**src/rtl/jk_excitation_driver.sv**
```systemverilog
// jk_excitation_driver
//   Drives an external bank of N J-K flip-flops toward a requested target word.
//   A target is taken over valid/ready. J/K for each bit comes from the J-K
//   excitation table applied to the bank's current Q. Q is read back after
//   SETTLE cycles. On a mismatch the block drives again, up to MAX_RETRY extra
//   times. Each request ends in either a done pulse or an err pulse.
//
// Ports
//   clk, rst           clock; asynchronous active-high reset
//   tgt_valid/ready    target handshake (ready only in IDLE)
//   tgt_data [N]       requested bank value
//   q_in     [N]       Q read back from the bank
//   j, k     [N]       excitation to the bank (nonzero only during DRIVE)
//   busy               request in progress
//   done / err         1-cycle completion pulses (mutually exclusive)
//   retry_cnt          retries used by the current/last request
module jk_excitation_driver #(
    parameter int N         = 4,
    parameter int SETTLE    = 1,
    parameter int MAX_RETRY = 2,
    parameter int DC_MODE   = 0
) (
    input  logic                 clk,
    input  logic                 rst,
    input  logic                 tgt_valid,
    input  logic [N-1:0]         tgt_data,
    output logic                 tgt_ready,
    input  logic [N-1:0]         q_in,
    output logic [N-1:0]         j,
    output logic [N-1:0]         k,
    output logic                 busy,
    output logic                 done,
    output logic                 err,
    output logic [((MAX_RETRY > 0) ? $clog2(MAX_RETRY+1) : 1)-1:0] retry_cnt
);

    localparam int RW = (MAX_RETRY > 0) ? $clog2(MAX_RETRY+1) : 1;
    localparam int SW = (SETTLE > 1) ? $clog2(SETTLE) : 1;
    localparam logic DC = (DC_MODE != 0);

    typedef enum logic [2:0] {
        S_IDLE, S_DRIVE, S_WAIT, S_CHECK, S_DONE, S_FAIL
    } state_t;

    state_t         state, state_d;
    logic [N-1:0]   tgt_q;
    logic [SW-1:0]  wait_cnt;
    logic           retry_inc;
    logic [N-1:0]   exc_tgt, jx, kx;

    // Excitation is computed on the cycle *before* DRIVE and registered, so
    // j/k are live exactly during the DRIVE cycle. This is safe because Q
    // cannot move during IDLE/CHECK: j=k=0 in those states.
    always_comb begin
        exc_tgt = (state == S_IDLE) ? tgt_data : tgt_q;
        jx      = '0;
        kx      = '0;
        for (int i = 0; i < N; i++) begin
            if (!q_in[i]) begin
                jx[i] = exc_tgt[i];
                kx[i] = DC;
            end else begin
                jx[i] = DC;
                kx[i] = ~exc_tgt[i];
            end
        end
    end

    always_comb begin
        state_d   = state;
        retry_inc = 1'b0;
        tgt_ready = 1'b0;
        busy      = 1'b1;
        done      = 1'b0;
        err       = 1'b0;
        case (state)
            S_IDLE: begin
                tgt_ready = 1'b1;
                busy      = 1'b0;
                if (tgt_valid) state_d = S_DRIVE;
            end
            S_DRIVE: state_d = S_WAIT;
            S_WAIT: begin
                if (wait_cnt == SW'(SETTLE-1)) state_d = S_CHECK;
            end
            S_CHECK: begin
                if (q_in == tgt_q) begin
                    state_d = S_DONE;
                end else if (retry_cnt < RW'(MAX_RETRY)) begin
                    state_d   = S_DRIVE;
                    retry_inc = 1'b1;
                end else begin
                    state_d = S_FAIL;
                end
            end
            S_DONE: begin
                done    = 1'b1;
                state_d = S_IDLE;
            end
            S_FAIL: begin
                err     = 1'b1;
                state_d = S_IDLE;
            end
            default: state_d = S_IDLE;
        endcase
    end

    always_ff @(posedge clk or posedge rst) begin
        if (rst) begin
            state     <= S_IDLE;
            tgt_q     <= '0;
            retry_cnt <= '0;
            wait_cnt  <= '0;
            j         <= '0;
            k         <= '0;
        end else begin
            state <= state_d;
            if (state == S_IDLE && tgt_valid) begin
                tgt_q     <= tgt_data;
                retry_cnt <= '0;
            end else if (retry_inc) begin
                retry_cnt <= retry_cnt + RW'(1);
            end
            wait_cnt <= (state == S_WAIT) ? wait_cnt + SW'(1) : '0;
            if (state_d == S_DRIVE) begin
                j <= jx;
                k <= kx;
            end else begin
                j <= '0;
                k <= '0;
            end
        end
    end

endmodule

```
**config.mk**
```make
export PLATFORM = sky130hd
export DESIGN_NAME = jk_excitation_driver
export DESIGN_NICKNAME = d
export VERILOG_FILES = /design/src/rtl/jk_excitation_driver.sv
export SDC_FILE = /design/constraint.sdc
export NUM_CORES = 1
export LEC_CHECK = 0
export ABC_AREA = 1
export BUFFER_PORTS_ARGS = -buffer_cell sky130_fd_sc_hd__buf_2
export CAP_MARGIN = 10
export CORE_MARGIN = 8
export CORE_UTILIZATION = 46
export DETAILED_ROUTE_END_ITERATION = 10
export HOLD_SLACK_MARGIN = 0.12
export PLACE_DENSITY = 0.74
export SLEW_MARGIN = 20
export SYNTH_ARGS = -nofsm -noshare
export SYNTH_HDL_FRONTEND = slang
export SYNTH_SLANG_ARGS = --single-unit
```
**constraint.sdc**
```tcl
create_clock -name clk -period 1.7 [get_ports clk]
set_input_delay 0.085 -clock clk [delete_from_list [all_inputs] [get_ports clk]]
set_output_delay 0.085 -clock clk [all_outputs]
set_load 0.02 [all_outputs]
```
==> flow_summary.ini <==
[run_status]
status = complete, no violations

[logic_synthesis]
post_synthesis_compound_gate_area_fraction = 0.07474
yosysUniqueCellTypes = 18
synth_area_sq_um = 837.1
parity_gate_share_of_the_synthesized_area_counting_xor_and_xnor_cells = 0
synth_seq_area_share = 0.5381
synth.top_cells.by_area = dfrtp_1, nand2_1, nor2_1
synth_simple_gate_area_frac = 0.2945
synth.net_count = 115
yosysWarningCount = 0
netlist.area_leader.share = 0.5381
main_combinational_cell_family_by_area_after_synthesis = simple AND/OR/NAND/NOR gates
yosysTopAreaCell = dfrtp_1
synthCells = 104
post_synth.cell_area_avg_sq_um = 8.049
synth_seq_cells = 18
synthMuxAreaShare = 0
adder_cell_fraction_of_synth_area = 0

[cells_and_area]
finalNonFillerCells = 166
final_layout_size_suffix_gt1_frac = 0.2695
final_core_util = 0.6493
final.fill_count = 157
layout.cells.most_common_list = nand2_1, buf_2, dfrtp_1, nor2_1, inv_1
finalInstanceArea_sq_um = 1121
num_antenna_cells = 0
multi_input_comb_area_sq_um = 316.6
final_common_cell = nand2_1
register_area_sq_um = 450.4
syn_to_final_growth_pct = 33.93
nets = 154

[global_route]
first_global_vias = 738
grt_start_max_net_pins = 19
total_routing_resource_utilization_after_global_routing = 0.1122
global_route_wire_length_before_repair_microns = 3042
overflow = 0
antenna_violations_before_repair = 0

[detailed_routing]
vias = 753
route.final.wire_length_microns = 1721
drc_errors = 0
via_per_inst = 4.536
drt_first_iter_violations = 21
post_dr_wirelength_cell_microns = 10.37
drtAntennaViolNets = 0
detail_route.first_pass.iterations = 4

[power]
power.share.switching = 0.4481
seq_power_share = 0.365
cellPowerDensity_nw_per_um2 = 1609
internal-power_w = 0.0009955
clockPowerShare = 0.113
combinationalPowerShare = 0.522
switching_power_w = 0.0008081
maximum_ir_drop_on_the_vdd_rail_uv = 951.5
power.leakage_nw = 0.6298

[clocking]
cts.repair_timing.setup_buffer_count = 0
number_of_clock_sinks = 18
clk_root_buffer_cell = clkbuf_4
clock_latency_ns = 0.29
numCtsBuffers = 3
h-tree-depth = 1
cts_max_path_buffers = 2
clk_pin_slew_worst_paths_ns = 0.09
cts_tree = done

[placement]
port_buffers = 24
place.detailed.instances = 152
dp_hpwl_microns = 1316
place_ws_ns = 0.4038
placer_congestion_estimate = 0.7911
area_after_dpl_sq_um = 980.9

[sta]
min_period_ns = 1.609
fin_skew_ns = 0.001656
grt_setup_unrepaired = true
setup_violations = 0
tightest_slew_ns = 0.6643
fin_crit_sh = 0.9467
hold_violation_total_from_the_final_report = 0
final-max-slew-violation-count = 0
max_clock_freq_mhz = 621.3
setup_slack_ns = 0.09060
max_slew_headroom_at_the_worst_pin = 0.5566

[job]
cap_violations = 0

[floorplan]
io_pins = 25
dieHeight_microns = 58.66
die_area_sq_um = 3440
placeableCoreArea_sq_um = 1727
initial_util = 0.4848
rows = 15
die_w_microns = 58.66

[worst_setup_path]
timing.critical_path.from_type = flop
r2r_slack_ns = 0.09
critPathKind = reg2reg
r2r_cells = 6
cp_max_fo = 8
critPathCaptureType = flop
endpoint_arrival_time_on_the_critical_path_ns = 1.83
critical_path_rt_ns = 1.92

[min_path]
min_path_cells = 3
hold_path_class = in2reg
## Yosys cell counts, drive strengths merged
| master | instances |
|---|---|
| a21oi | 6 |
| inv | 18 |
| nor2 | 16 |
| o21ai | 5 |
| nor3 | 3 |
| nand3 | 3 |
| nand2 | 29 |
| or2 | 4 |
| dfrtp | 18 |
| buf | 1 |
| a21boi | 1 |
## critical path, stage by stage (launching register included)
cell           delay (ns)
dfrtp_1              0.44
inv_2                0.11
nand3_4              0.14
o21ai_2              0.16
nand2_1              0.05
dlygate4sd3_1        0.54
nor2_1               0.10
## sequential cells by signal (all words and copies together) (netlist names)
signal	count
k	4
retry_cnt	2
j	4
tgt_q	4
state	3
wait_cnt	1
## power groups by stage
stage | combinational [W] | sequential [W] | clock [W]
floorplan | 0.000577 | 0.000756 | 0
CTS | 0.000936 | 0.000660 | 0.000208
finish | 0.000941 | 0.000659 | 0.000203
detailed placement | 0.000888 | 0.000670 | 0
global placement | 0.000870 | 0.000663 | 0
global route | 0.00106 | 0.000681 | 0.000221
## cell families (layout without fill, tap and decap cells)
family	after synthesis	in the layout
AO/OA/AOI/OAI	12	12
buffers and inverters	19	56
flip-flops	18	18
AND/OR/NAND/NOR	55	55
## worst paths after layout
| kind | end | from |
|---|---|---|
| setup / recovery | k[1] | state[2] |
| hold / removal | state[0] | tgt_valid |
| min in group asynchronous | j[0] | rst |
| setup reg to reg | k[1] | state[2] |
| max in group asynchronous | tgt_q[3] | rst |
| hold reg to reg | wait_cnt | wait_cnt |
## per-layer routing
metal  part of all wire  GRT usage  vias to the layer above
li1                   -          -                      390
met1               0.42     0.1226                      345
met2               0.51     0.1921                       14
met3              0.063    0.03696                        4
met4              0.013    0.05119                        0
met5                  0          0                        -
## repair_timing
item                       in CTS  in global routing
hold endpoints to repair       29                  0
setup endpoints to repair       0                  2
hold buffers                   11                  0
gates resized for setup         0                  4
## layout make-up
class                      instances  area share
tap                               25     0.02790
clock buffer                       3     0.02009
multi-input combinational         67      0.2824
timing repair buffer              35      0.2054
sequential                        18      0.4018
inverter                          18     0.06250
## per-stage QoR
stage	power [W]	setup TNS, ns	hold WS, ns
after detailed placement	0.001557	0	0.2150
after CTS	0.001803	0	0.1698
final	0.001804	0	0.1650
after global routing	0.001967	-0.001016	0.2005
after global placement	0.001533	0	0.2056
after floorplan	0.001333	0	0.02357
Note: power is estimated with default switching activity, not from simulation.
